**config.mk**
```make
export PLATFORM = sky130hd
export DESIGN_NAME = mem_test_initiator
export DESIGN_NICKNAME = d
export VERILOG_FILES = /design/src/rtl/mem_test_initiator.sv
export SDC_FILE = /design/constraint.sdc
export NUM_CORES = 1
export LEC_CHECK = 0
export ABC_AREA = 1
export ABC_CLOCK_PERIOD_IN_PS = 1900
export BUFFER_PORTS_ARGS = -buffer_cell sky130_fd_sc_hd__buf_2
export CAP_MARGIN = 10
export CORE_AREA = 4 4 135 105
export CTS_CLUSTER_DIAMETER = 120
export DETAILED_ROUTE_END_ITERATION = 6
export DIE_AREA = 0 0 139 109
export PLACE_DENSITY = 0.71
export SLEW_MARGIN = 15
export SYNTH_ARGS = -nofsm -noshare
export SYNTH_HDL_FRONTEND = slang
export SYNTH_SLANG_ARGS = --single-unit
```
**constraint.sdc**
```tcl
create_clock -name clk -period 1.9 [get_ports clk]
set_input_delay 0.095 -clock clk [delete_from_list [all_inputs] [get_ports clk]]
set_output_delay 0.095 -clock clk [all_outputs]
set_load 0.03 [all_outputs]
```
**src/rtl/mem_test_initiator.sv**
```systemverilog
// Core-side bus initiator running a four-phase write/read-back pattern test
// (P, check P, ~P, check ~P) over a word range, reporting pass/fail status.
module mem_test_initiator #(
  parameter int unsigned           BUS_WIDTH      = 32,
  parameter int unsigned           WORD_SIZE_BY   = 4,
  parameter logic [BUS_WIDTH-1:0]  BASE_ADDR      = '0,
  parameter int unsigned           NUM_WORDS      = 1024,
  parameter logic [BUS_WIDTH-1:0]  SEED           = 32'hA5A5A5A5,
  parameter int unsigned           TIMEOUT_CYCLES = 1023
) (
  input  logic                 clk,
  input  logic                 reset_n,
  input  logic                 start,
  output logic                 busy,
  output logic                 done,
  output logic                 pass,
  output logic                 timeout,
  output logic [15:0]          error_count,
  output logic [BUS_WIDTH-1:0] first_error_addr,
  output logic                 core_read_memory,
  output logic                 core_write_memory,
  output logic [BUS_WIDTH-1:0] core_address_memory,
  output logic [BUS_WIDTH-1:0] core_write_data_memory,
  input  logic [BUS_WIDTH-1:0] core_read_data_memory,
  input  logic                 core_memory_response
);

  localparam int unsigned IDX_W = (NUM_WORDS > 1) ? $clog2(NUM_WORDS) : 1;
  localparam int unsigned TMO_W = (TIMEOUT_CYCLES > 1) ? $clog2(TIMEOUT_CYCLES) : 1;
  localparam logic [IDX_W-1:0] LAST_IDX = IDX_W'(NUM_WORDS - 1);
  localparam logic [TMO_W-1:0] LAST_TMO = TMO_W'(TIMEOUT_CYCLES - 1);

  typedef enum logic [1:0] {S_IDLE, S_ISSUE, S_GAP, S_DONE} state_e;
  typedef enum logic [1:0] {PH_W0, PH_R0, PH_W1, PH_R1} phase_e;

  state_e               state_q, state_d;
  phase_e               phase_q, phase_d;
  logic [IDX_W-1:0]     idx_q, idx_d;
  logic [TMO_W-1:0]     tmo_q, tmo_d;
  logic                 busy_q, busy_d;
  logic                 done_q, done_d;
  logic                 pass_q, pass_d;
  logic                 timeout_q, timeout_d;
  logic [15:0]          err_q, err_d;
  logic [BUS_WIDTH-1:0] first_q, first_d;
  logic                 rd_q, rd_d;
  logic                 wr_q, wr_d;
  logic [BUS_WIDTH-1:0] addr_q, addr_d;
  logic [BUS_WIDTH-1:0] wdata_q, wdata_d;

  logic                 issue_req;
  phase_e               nxt_phase;
  logic [IDX_W-1:0]     nxt_idx;
  logic [BUS_WIDTH-1:0] req_addr;
  logic [BUS_WIDTH-1:0] exp_rdata;

  function automatic logic [BUS_WIDTH-1:0] pattern(input logic [BUS_WIDTH-1:0] a);
    return a ^ SEED;
  endfunction

  function automatic logic [BUS_WIDTH-1:0] word_addr(input logic [IDX_W-1:0] i);
    return BASE_ADDR + BUS_WIDTH'(i) * BUS_WIDTH'(WORD_SIZE_BY);
  endfunction

  always_comb begin
    state_d   = state_q;
    phase_d   = phase_q;
    idx_d     = idx_q;
    tmo_d     = tmo_q;
    busy_d    = busy_q;
    done_d    = done_q;
    pass_d    = pass_q;
    timeout_d = timeout_q;
    err_d     = err_q;
    first_d   = first_q;
    rd_d      = rd_q;
    wr_d      = wr_q;
    addr_d    = addr_q;
    wdata_d   = wdata_q;
    issue_req = 1'b0;
    nxt_phase = phase_q;
    nxt_idx   = idx_q;
    exp_rdata = (phase_q == PH_R1) ? ~pattern(addr_q) : pattern(addr_q);

    case (state_q)
      S_IDLE, S_DONE: begin
        if (start) begin
          err_d     = '0;
          first_d   = '0;
          pass_d    = 1'b0;
          timeout_d = 1'b0;
          done_d    = 1'b0;
          busy_d    = 1'b1;
          nxt_phase = PH_W0;
          nxt_idx   = '0;
          issue_req = 1'b1;
          state_d   = S_ISSUE;
        end
      end
      S_ISSUE: begin
        if (core_memory_response) begin
          if (rd_q && (core_read_data_memory != exp_rdata)) begin
            if (err_q == '0) first_d = addr_q;
            if (err_q != '1) err_d = err_q + 16'd1;
          end
          rd_d    = 1'b0;
          wr_d    = 1'b0;
          addr_d  = '0;
          wdata_d = '0;
          if (phase_q == PH_R1 && idx_q == LAST_IDX) begin
            // err_d already holds this final compare, so pass sees it.
            busy_d  = 1'b0;
            done_d  = 1'b1;
            pass_d  = (err_d == '0) && !timeout_q;
            state_d = S_DONE;
          end else begin
            state_d = S_GAP;
          end
        end else if (tmo_q == LAST_TMO) begin
          rd_d      = 1'b0;
          wr_d      = 1'b0;
          addr_d    = '0;
          wdata_d   = '0;
          timeout_d = 1'b1;
          pass_d    = 1'b0;
          busy_d    = 1'b0;
          done_d    = 1'b1;
          state_d   = S_DONE;
        end else begin
          tmo_d = tmo_q + 1'b1;
        end
      end
      S_GAP: begin
        if (idx_q == LAST_IDX) begin
          nxt_phase = phase_e'(phase_q + 2'd1);
          nxt_idx   = '0;
        end else begin
          nxt_idx   = idx_q + 1'b1;
        end
        issue_req = 1'b1;
        state_d   = S_ISSUE;
      end
      default: state_d = S_IDLE;
    endcase

    req_addr = word_addr(nxt_idx);
    if (issue_req) begin
      phase_d = nxt_phase;
      idx_d   = nxt_idx;
      tmo_d   = '0;
      rd_d    = (nxt_phase == PH_R0) || (nxt_phase == PH_R1);
      wr_d    = (nxt_phase == PH_W0) || (nxt_phase == PH_W1);
      addr_d  = req_addr;
      case (nxt_phase)
        PH_W0:   wdata_d = pattern(req_addr);
        PH_W1:   wdata_d = ~pattern(req_addr);
        default: wdata_d = '0;
      endcase
    end
  end

  always_ff @(posedge clk) begin
    if (!reset_n) begin
      state_q   <= S_IDLE;
      phase_q   <= PH_W0;
      idx_q     <= '0;
      tmo_q     <= '0;
      busy_q    <= 1'b0;
      done_q    <= 1'b0;
      pass_q    <= 1'b0;
      timeout_q <= 1'b0;
      err_q     <= '0;
      first_q   <= '0;
      rd_q      <= 1'b0;
      wr_q      <= 1'b0;
      addr_q    <= '0;
      wdata_q   <= '0;
    end else begin
      state_q   <= state_d;
      phase_q   <= phase_d;
      idx_q     <= idx_d;
      tmo_q     <= tmo_d;
      busy_q    <= busy_d;
      done_q    <= done_d;
      pass_q    <= pass_d;
      timeout_q <= timeout_d;
      err_q     <= err_d;
      first_q   <= first_d;
      rd_q      <= rd_d;
      wr_q      <= wr_d;
      addr_q    <= addr_d;
      wdata_q   <= wdata_d;
    end
  end

  assign busy                   = busy_q;
  assign done                   = done_q;
  assign pass                   = pass_q;
  assign timeout                = timeout_q;
  assign error_count            = err_q;
  assign first_error_addr       = first_q;
  assign core_read_memory       = rd_q;
  assign core_write_memory      = wr_q;
  assign core_address_memory    = addr_q;
  assign core_write_data_memory = wdata_q;

endmodule

```
Yosys cells after proc, flatten, opt, wreduce, memory -nomap -nowiden
Cells that the tools add are included.
{ "op_classes": {"eq_ne": 19, "muxes": 52, "addsub": 4, "bitwise": 7, "reduce_logical": 24} }
{ "ops": {"columns": ["op", "n"], "rows": [
  ["$mux 32", 9],
  ["$pmux 32 s2", 2],
  ["$mux 16", 6],
  ["$not 32->32", 2],
  ["$logic_not 16->1", 2],
  ["$ne 32x32->1", 1],
  ["$pmux 16 s2", 1],
  ["$mux 12", 2],
  ["$add 10x1->10 const B", 2],
  ["$eq 10x10->1 const B", 2],
  ["$mux 10", 2],
  ["$pmux 10 s2", 1],
  ["$mux 1", 17],
  ["$add 16x1->16 const B", 1],
  ["$ne 16x16->1 const B", 1],
  ["$not 16->16", 1],
  ["$not 6->16", 1],
  ["$ne 2x2->1 const B", 6],
  ["$eq 2x2->1 const B", 5],
  ["$mux 2", 5],
  ["$pmux 1 s2", 5],
  ["$reduce_and 4->1", 2],
  ["$ne 3x3->1 const B", 2],
  ["$pmux 2 s3", 1],
  ["other kinds (14)", 27]
]} }
{ "totals": {"elab_cells": 121, "reg_bits": 142} }

Depth between registers and ports, before layout
Gate-level depths: netlist of run 1.
{ "logic_depth": {"ltp_word": 13, "mapped_depth": 19, "mapped_depth_nobuf": 18} }

Worst setup path after synthesis of run 1
Ideal clock, no wire load.
{ "synth_timing": {"path_type": "flip-flop to flip-flop", "from": "register err_q[1] (netlist: error_count[1])", "to": "register pass_q (netlist: pass)", "arrival_time_ns": 2.120, "path_stages_with_launch": 14, "required_time_ns": 1.830, "n_path_buf": 0, "slack_ns": -0.290, "setup_ns": 0.070, "path_cell_list": "dfxtp_1 ha_1 nand2_1 nor3_1 nand3b_1 o21ai_0 inv_1 nand2_1 inv_1 nand2_1 nand3_1 nor2_1 nand3_1 a21oi_1"} }
{ "synth_via": {"elab_chain_len": 10, "elab_cells_between_ends": 11} }
{ "synth_rtl": {"columns": ["item", "line_no", "rtl"], "rows": [
  ["from (decl)", "44", "logic [15:0] err_q, err_d;"],
  ["from (signal assigned)", "187", "err_q <= err_d;"],
  ["$add 16x1->16 or $ne 16x16->1 (tied branches)", "104", "if (err_q != '1) err_d = err_q + 16'd1;"],
  ["$mux 16", "104", null],
  ["$mux 16 (*)", "102", "if (rd_q && (core_read_data_memory != exp_rdata)) begin"],
  ["$mux 16 (*)", "101", "if (core_memory_response) begin"],
  ["$mux 16 (*)", "85", "case (state_q)"],
  ["$logic_not 16->1 (*)", "114", "pass_d = (err_d == '0) && !timeout_q;"],
  ["$logic_and 1x1->1 (*)", "114", null],
  ["$mux 1 (*)", "110", "if (phase_q == PH_R1 && idx_q == LAST_IDX) begin"],
  ["$mux 1 (*)", "101", null],
  ["$pmux 1 s2 (*)", "85", null],
  ["to (signal assigned)", "185", "pass_q <= pass_d;"],
  ["to (decl)", "42", "logic pass_q, pass_d;"]
]} }
Mark *: on every way between the ends. The rest lies on a longest branch, timed or not. The select of a mux whose other input is x is not followed.
A chain may end at the register's enable or synchronous reset.

Final worst setup path of run 1
{ "layout_timing": {"from": "register phase_q[0]", "to": "register pass_q (netlist: pass)"} }
{ "layout_via": {"elab_chain_len": 12, "elab_cells_between_ends": 15} }
{ "layout_rtl": {"columns": ["item", "line_no", "rtl"], "rows": [
  ["from (decl)", "37", "phase_e phase_q, phase_d;"],
  ["from (signal assigned)", "180", "phase_q <= phase_d;"],
  ["$eq 2x2->1 (*)", "83, 110", null],
  ["$mux 32", "83", "exp_rdata = (phase_q == PH_R1) ? ~pattern(addr_q) : pattern(addr_q);"],
  ["$ne 32x32->1", "102", null],
  ["$logic_and 1x1->1", "102", null],
  ["$mux 16", "102", null],
  ["$mux 16", "101", null],
  ["$mux 16", "85", null],
  ["$logic_not 16->1", "114", null],
  ["$logic_and 1x1->1", "114", null],
  ["$mux 1", "110", null],
  ["$mux 1", "101", null],
  ["$pmux 1 s2", "85", null]
]} }
Marks and branches as above.

==> reports/results.txt, run 1 <==
status - finished, violations left
failing checks - setup timing
Synth Area in XOR/XNOR - 2.42%
RSZ-0062 raised after global routing - true
fraction of the mapped netlist area in simple logic gates - 34.2%
R2R cell count - 17
GRT overflow - 0
TritonCTS Sinks - 78
Clock transition at path regs - 70 ps
GR peak layer - met2
M2 GR Usage - 32.5%
fmax - 0.444 GHz
met3 usage in global routing - 3.81%
M1 GR Usage - 29.1%
synthesized cell area - 5070 um2
Final Hold Viols - 0
Slew Limit Fails - 0
Synth-to-Final Area Change - 49.2%
first-pass GRT wire length - 25500 um
Setup violations, final - 47
Avg Cell Area, Syn - 6.37 um2
MaxCap Viol Count - 0
EDFF count, synth - 0
I/O Buffers - 109
drt pass-1 iters - 5
crit path launch - phase_q[0]
final worst-path setup slack - -352 ps
static leakage - 3.65 nW
worst r2r dst - pass
Yosys warnings - 0
Tcrit/Tclk final - 119%
multiplexer area fraction after synthesis - 0%
Compound-Gate Fraction of Synth Area - 11.9%
Core Footprint - 12800 um2
Mapped Cells - 796
antenna violations before repair - 0
# fillers - 1128
final core occ - 59.1%
largest fanout on the critical path - 11
main combinational cell family by area after synthesis - simple AND/OR/NAND/NOR gates
clock buffer count from CTS - 9
Hold Path Stages - 3
maximum buffer depth of the clock tree - 2
via count - 5885
setup slack, reg-to-reg - -350 ps
Hold Startpoint - reset_n
Synth Register Bits - 78
Required @ worst endpoint - 2170 ps
Synth cell types - 40
minimum clock period - 2250 ps
root buf cell - clkbuf_16
sink of the worst hold path - timeout
relative slew slack - 65.1%
most frequent cells in the layout - nand2_1 (208), buf_4 (116), buf_2 (109)
Pwr Density - 845 nW/um2
Arr. time, crit path - 2530 ps
peak supply drop - 0.741 mV
Worst Hold Class - primary input to flop
most common cell after layout, fill and taps aside - nand2_1
CTS tree - done
Slew @ Worst Pin - 523 ps
io pins - 154
diodes inserted - 0
GPL Wtd Cong - 0.930
largest net degree at the start of global routing - 48
vias in the first global route - 5144
placed inst area - 6420 um2
DR iter-0 viols - 447
Routed wire per std cell - 14.6 um
Synth Area in Adders - 1.98%
DRC Markers - 0
Die Wd - 139 um
final wirelength - 17400 um
row cnt - 36
layout cells sized above 1 - 39.3%
final setup skew - 7.92 ps
GRT Total Usage - 20.6%
die area - 15200 um2
nets - 1062
ys async rst share - 0%
Setup CP Type - flop to flop
CTS H-tree lvls - 3
ys flop type - dfxtp_1
Starting Density - 39.6%
Die H - 109 um
worst-skew pair later-pin latency - 340 ps
HPWL after detailed placement - 11900 um
CP endpoint kind - flop
Critical R2R Launch - phase_q[0]
CP Launch Type - flop
routed vias/inst - 4.93
Post-DRT Antenna Nets - 0
post-layout instance area - 7560 um2
sequential area share after synthesis - 30.8%
## area by class of cell
cell class              count  area (um2)  share of cell area, %
multi-input cells         583        3320                   43.9
repair buffers            250        1730                   22.9
flip-flops and latches     78        1580                   20.9
inverters                  94         390                   5.16
clock buffers              10         250                   3.31
well taps                 171         214                   2.83
clock inverters             6        50.0                  0.662
repair inverters            2        17.5                  0.232
## synthesized netlist by cell type, drive strengths merged, types with 3 or more instances
| cell type | instances | area (um2) |
|---|---|---|
| nor2 | 67 | 256 |
| a21oi | 55 | 279 |
| nand3 | 72 | 360 |
| clkbuf | 12 | 45.0 |
| dfxtp | 78 | 1560 |
| inv | 91 | 342 |
| nand3b | 5 | 37.5 |
| o32ai | 3 | 26.3 |
| or2 | 4 | 25.0 |
| o21ai | 20 | 100 |
| clkinv | 3 | 11.3 |
| nor3 | 9 | 50.1 |
| ha | 8 | 100 |
| buf | 72 | 543 |
| nand4 | 7 | 43.8 |
| nor4 | 5 | 31.3 |
| nand2 | 240 | 916 |
| o22ai | 13 | 81.3 |
| o31ai | 6 | 50.1 |
| xor2 | 13 | 114 |
## flip-flops by register name (all words and copies together), names as in the netlist
name                    flops
error_count                16
core_write_data_memory     12
core_address_memory        10
first_error_addr           10
idx_q                      10
tmo_q                      10
phase_q                     2
state_q                     2
busy                        1
core_read_memory            1
core_write_memory           1
done                        1
pass                        1
timeout                     1
## worst max path at each step
stage	to	slack (ps)	cells after the start
2_1_floorplan	core_write_data_memory[11]	-50	13
3_3_place_gp	pass	-310	18
3_5_place_dp	pass	-310	17
4_1_cts	pass	-270	17
5_1_grt	pass	-540	19
6_report	pass	-350	17
## layer usage
metal | up-vias | wire length [um]
met4 | 0 | 465
met5 | - | 0
li1 | 2900 | -
met3 | 42 | 1290
met1 | 2703 | 7530
met2 | 240 | 8140
## timing repair
| item | in CTS | in global routing |
|---|---|---|
| setup endpoints to repair | 53 | 72 |
| cloned | 3 | 0 |
| resized for setup | 54 | 109 |
| buffers inserted | 20 | 9 |
| hold buffers | 0 | 0 |
| pin swaps | 17 | 36 |
## critical path: stages, from the launching register on
cell and delay (ps):
dfxtp_2 350, ha_4 190, buf_6 150, nand3_1 70, nor2_1 80, nor2_1 50
nor2_1 90, nand2_1 90, nor2_2 160, nand2_4 110, buf_12 160, nand3b_1 90
nand2_2 70, nor2_2 110, nand2_1 90, nor2_1 110, nand3_1 80, a21oi_1 110
## metrics by stage
step	worst slack (ps)	hold slack (ps)	total power, mW	std cells	TNS, ps
2_1_floorplan	-54.1	220	3.37	839	-554
3_3_place_gp	-311	398	4.10	1151	-5100
3_5_place_dp	-308	397	4.11	1151	-6950
4_1_cts	-269	42.0	6.04	1190	-3280
5_1_grt	-545	72.5	6.66	1194	-14540
6_report	-352	63.2	6.39	1194	-7400
## cell families (layout without fill, tap and decap cells)
logic type	count (synthesis)	in the layout
xor gates and xnor gates	14	14
AOI/OAI and AO/OA	106	106
adders and majority gates	8	8
DFF	78	78
and+or+nand+nor	411	411
other	1	44
buffers and inverters	178	362
## power by group
group          internal, mW  switching, mW
Sequential             1.75         0.0967
Clock                 0.983          0.752
Combinational         0.941           1.87
Power figures use the tool's default switching activity.
==> run 2, diff against run 1 <==
REMOVE_ABC_BUFFERS = 1   (was unset)
==> reports/results.txt, run 2 (synthesis gave the netlist of run 1 again) <==
Setup violations, final - 60 (+28%)
first-pass GRT wire length - 25700 um (+0.71%)
GRT overflow - 0 (unchanged)
largest fanout on the critical path - 7 (-4)
row cnt - 36 (unchanged)
Die Wd - 139 um (unchanged)
status - finished, violations left
Final Hold Viols - 0 (unchanged)
static leakage - 3.79 nW (+3.7%)
relative slew slack - 66.5% (+1.3 points)
largest net degree at the start of global routing - 42 (-13%)
CTS H-tree lvls - 3 (unchanged)
io pins - 154 (unchanged)
final worst-path setup slack - -384 ps (-32.4 ps)
Routed wire per std cell - 14.9 um (+1.8%)
Worst Hold Class - primary input to flop
final setup skew - 6.27 ps (-1.65 ps)
Slew @ Worst Pin - 503 ps (-19.8 ps)
Tcrit/Tclk final - 120% (+1.7 points)
failing checks - setup timing
layout cells sized above 1 - 42.1% (+2.8 points)
antenna violations before repair - 0 (unchanged)
most common cell after layout, fill and taps aside - nand2_1
Die H - 109 um (unchanged)
nets - 1082 (+1.9%)
GPL Wtd Cong - 0.888 (-4.5%)
Required @ worst endpoint - 2170 ps (about the same)
clock buffer count from CTS - 9 (unchanged)
diodes inserted - 0 (unchanged)
Slew Limit Fails - 0 (unchanged)
vias in the first global route - 5366 (+4.3%)
Synth-to-Final Area Change - 55.2%
die area - 15200 um2 (unchanged)
final cell count without fillers - 1214 (+1.7%)
Place WS - -385 ps (-76.8 ps)
HPWL after detailed placement - 11400 um (-3.8%)
fmax - 0.438 GHz (-1.4%)
Core Footprint - 12800 um2 (unchanged)
Arr. time, crit path - 2550 ps (+20 ps)
worst-skew pair later-pin latency - 340 ps (about the same)
Pwr Density - 859 nW/um2 (+1.7%)
TritonCTS Sinks - 78 (unchanged)
Largest register FFs - 16 (unchanged)
via count - 6034 (+2.5%)
GRT Total Usage - 20.6% (-0.063 points)
Starting Density - 39.6% (unchanged)
maximum buffer depth of the clock tree - 2 (unchanged)
routed vias/inst - 4.97 (+0.84%)
drt pass-1 iters - 5 (unchanged)
minimum clock period - 2280 ps (+32.4 ps)
CP Launch Type - flop
CTS tree - done
Clock transition at path regs - 60 ps (about the same)
dpl cells - 1165 (+1.2%)
most frequent cells in the layout - nand2_1 (200), buf_4 (125), buf_2 (109)
Setup CP Type - flop to flop
final wirelength - 18000 um (+3.5%)
# hold bufs at CTS - 0 (unchanged)
CP endpoint kind - flop
root buf cell - clkbuf_16
MaxCap Viol Count - 0 (unchanged)
DRC Markers - 0 (unchanged)
DR iter-0 viols - 467 (+4.5%)
I/O Buffers - 109 (unchanged)
peak supply drop - 0.899 mV (+21%)
Post-DRT Antenna Nets - 0 (unchanged)
RSZ-0062 raised after global routing - true
[run 2: cell count changes in the layout (fill, tap and decap cells not counted), sizes merged]
| cell | change |
|---|---|
| buf | +18 |
| bufinv | +2 |
| clkbuf | +2 |
| clkinvlp | +1 |
| inv | -3 |
[run 2: power by group]
| part | switching, mW | internal (mW) | leakage [nW] |
|---|---|---|---|
| clock network | 0.693 | 1.19 | 0.160 |
| logic | 1.91 | 1.12 | 2.99 |
| registers | 0.0918 | 1.75 | 0.634 |
| total | 2.70 | 4.06 | 3.79 |
[run 2: worst paths after layout]
path	slack [ps]	from	endpoint	cells past startpoint
min	30	reset_n	timeout	3
max	-380	phase_q[0]	pass	19
max reg2reg	-380	phase_q[0]	pass	19
min reg2reg	460	first_error_addr[2]	first_error_addr[2]	2
[run 2: routing by layer]
| metal | routed length [um] | share of wire, % | GRT usage (%) |
|---|---|---|---|
| met3 | 1320 | 7.3 | 4.30 |
| met2 | 8660 | 48 | 33.6 |
| met1 | 7710 | 43 | 27.9 |
| met4 | 337 | 1.9 | 5.24 |
| met5 | 0 | 0 | 0 |
[run 2: per-stage QoR]
stage	power [mW]	area (um2)	TNS [ps]	hold slack [ps]	utilization [%]
after detailed placement	3.97	6400	-13500	370	50.0
after floorplan	3.03	4640	-30210	219	-
after global placement	3.97	6400	-12130	367	50.0
after CTS	6.05	7120	-7710	15.7	55.6
after global routing	7.04	7860	-18660	46.3	61.5
final	6.76	7860	-11650	27.0	61.5
[run 2: final cells by class]
class,instances,area [um2]
clock buffer,11,243
clock inverter,5,82.6
fill,1081,4930
inverter,94,379
multi-input combinational,583,3430
sequential,78,1570
tap,171,214
timing repair buffer,269,1920
timing repair inverter,3,22.5
[run 2: worst max-delay path, cell delays in order (launching register included)]
cell        delay (ps)
dfxtp_2            350
ha_4               190
clkinvlp_4         170
buf_4              170
nand2_1             60
nand3b_1            80
nand2_1             70
nor2_1              30
nand2_1             70
nor2_2              50
nand2_4            110
nand2_4             70
buf_6              140
nand2_2             70
nand2_2             60
nor2_1             100
nand2_1             90
nor2_1             120
nand3_1             90
a21oi_2            120
[run 2: what timing repair did]
| action | 4_1_cts | 5_1_grt |
|---|---|---|
| cloned | 2 | 3 |
| resized for setup | 84 | 154 |
| endpoints found under the setup margin | 65 | 74 |
| setup buffers | 16 | 16 |
| pin swaps | 32 | 49 |
==> run 3, diff against run 2 <==
CTS_BUF_LIST = sky130_fd_sc_hd__clkbuf_8   (was unset)
==> reports/results.txt, run 3 (synthesis gave the netlist of run 1 again) <==
CP Launch Type - flop
setup TNS - -11070 ps (+577 ps)
Slew Limit Fails - 0 (unchanged)
final wirelength - 17400 um (-3.4%)
Worst Path Buf+Inv - 4 (+1)
clock buffer count from CTS - 9 (unchanged)
root buf cell - clkbuf_8
Routed wire per std cell - 14.4 um (-3.0%)
Setup violations, final - 52 (-13%)
Place WS - -385 ps (unchanged)
Die Wd - 139 um (unchanged)
FF+latch area - 1570 um2 (unchanged)
via count - 5984 (-0.83%)
first-pass GRT wire length - 25700 um (+0.30%)
Worst path slowest cell - dfxtp_2
vias in the first global route - 5369 (+0.056%)
Starting Density - 39.6% (unchanged)
layout cells sized above 1 - 43.6% (+1.6 points)
Required @ worst endpoint - 2210 ps (+40 ps)
peak supply drop - 0.909 mV (+1.2%)
fmax - 0.436 GHz (-0.47%)
final worst-path setup slack - -395 ps (-10.7 ps)
Setup CP Type - flop to flop
Tcrit/Tclk final - 121% (+0.56 points)
failing checks - setup timing
HPWL after detailed placement - 11400 um (unchanged)
DRC Markers - 0 (unchanged)
multi-input logic area - 3420 um2 (-0.22%)
ordered list of cells on the worst path - ha_4 > clkinvlp_4 > nand2_2 > buf_6 > nand3_2 > nand2_1 > nor2_1 > nand2_1 > nor2_2 > nand2_4 > buf_6 > buf_4 > nand3_1 > nand2_2 > nand3_2 > nor2_1 > nand3_1 > a21oi_2
Clock transition at path regs - 80 ps (+20 ps)
Synth-to-Final Area Change - 51.0%
largest net degree at the start of global routing - 42 (unchanged)
Arr. time, crit path - 2600 ps (+50 ps)
worst hold margin - 138 ps (+111 ps)
die area - 15200 um2 (unchanged)
status - finished, violations left
maximum buffer depth of the clock tree - 2 (unchanged)
CTS H-tree lvls - 3 (unchanged)
Post-DRT Antenna Nets - 0 (unchanged)
MaxCap Viol Count - 0 (unchanged)
GRT Total Usage - 20.7% (+0.18 points)
RSZ-0062 raised after global routing - true
CTS tree - done
I/O Buffers - 109 (unchanged)
static leakage - 3.66 nW (-3.2%)
Die H - 109 um (unchanged)
CP endpoint kind - flop
diodes inserted - 0 (unchanged)
GRT overflow - 0 (unchanged)
Max stage delay on crit path - 360 ps (about the same)
worst-skew pair later-pin latency - 370 ps (+30 ps)
antenna violations before repair - 0 (unchanged)
drt pass-1 iters - 5 (unchanged)
GPL Wtd Cong - 0.888 (unchanged)
dpl cells - 1165 (unchanged)
routed vias/inst - 4.95 (-0.42%)
largest fanout on the critical path - 7 (unchanged)
# fillers - 1120 (+3.6%)
row cnt - 36 (unchanged)
TritonCTS Sinks - 78 (unchanged)
minimum clock period - 2290 ps (+10.7 ps)
nets - 1077 (-0.46%)
Largest register FFs - 16 (unchanged)
Design Power - 6.07 mW (-10%)
io pins - 154 (unchanged)
Final Hold Viols - 0 (unchanged)
Worst Hold Class - primary input to flop
final setup skew - 8.91 ps (+2.63 ps)
crit-path leading delay family - simple AND/OR/NAND/NOR gates
Pwr Density - 793 nW/um2 (-7.7%)
Core Footprint - 12800 um2 (unchanged)
most frequent cells in the layout - nand2_1 (179), buf_4 (129), buf_2 (109)
most common cell after layout, fill and taps aside - nand2_1
final cell count without fillers - 1209 (-0.41%)
DR iter-0 viols - 514 (+10%)
==> run 3: cell types whose count changed in the layout (fill, tap and decap cells not counted), moves of 4 or more <==
cell / delta
buf_6: -9
nand2_1: -21
nand2_2: +22
clkbuf_8: +9
inv_4: -6
o22ai_4: -4
nand3_1: -10
inv_2: +4
buf_4: +4
clkbuf_16: -10
nand3_2: +12
==> run 3: what timing repair did <==
| action | in CTS | in global routing |
|---|---|---|
| resized for setup | 93 | 138 |
| pin swaps | 40 | 55 |
| hold endpoints to repair | 1 | 0 |
| hold buffers | 1 | 0 |
| gates cloned | 3 | 1 |
| setup buffers | 15 | 12 |
| setup endpoints to repair | 66 | 74 |
==> run 3: stage by stage <==
step | area (um2) | util (%)
after global routing | 7650 | 59.8
after global placement | 6400 | 50.0
after CTS | 7060 | 55.2
after floorplan | 4640 | -
after detailed placement | 6400 | 50.0
final | 7650 | 59.8
==> run 3: cell type report <==
type                       count  share of cell area (%)
clock inverter                 6                    1.13
timing repair inverter         3                   0.262
tap                          171                    2.80
clock buffer                  10                    1.80
sequential                    78                    20.5
inverter                      94                    4.72
timing repair buffer         264                    24.0
multi-input combinational    583                    44.7
==> run 3: metal layers <==
metal / wire (um) / track usage (%) / vias to the layer above / part of all wire [%]
li1: - / - / 2916 / -
met1: 7660 / 28.1 / 2764 / 44
met2: 8110 / 33.6 / 268 / 47
met3: 1330 / 4.87 / 36 / 7.6
met4: 323 / 5.31 / 0 / 1.9
met5: 0 / 0 / - / 0
==> run 3: worst paths after layout <==
path	start	endpoint	slack [ps]	depth (start not counted)
min reg2reg	first_error_addr[8]	first_error_addr[8]	470	2
max	phase_q[0]	pass	-390	18
min	start	state_q[1]	140	4
max reg2reg	phase_q[0]	pass	-390	18
==> run 3: tightest hold or removal path, stage by stage <==
cell,delay [ps]
buf_2,120
nor2_4,60
nor2_4,120
a211oi_1,70
==> run 3: power breakdown <==
group	internal (mW)	switching [mW]
sequential	1.74	0.0901
clock	0.773	0.646
combinational	1.02	1.80
total	3.54	2.53
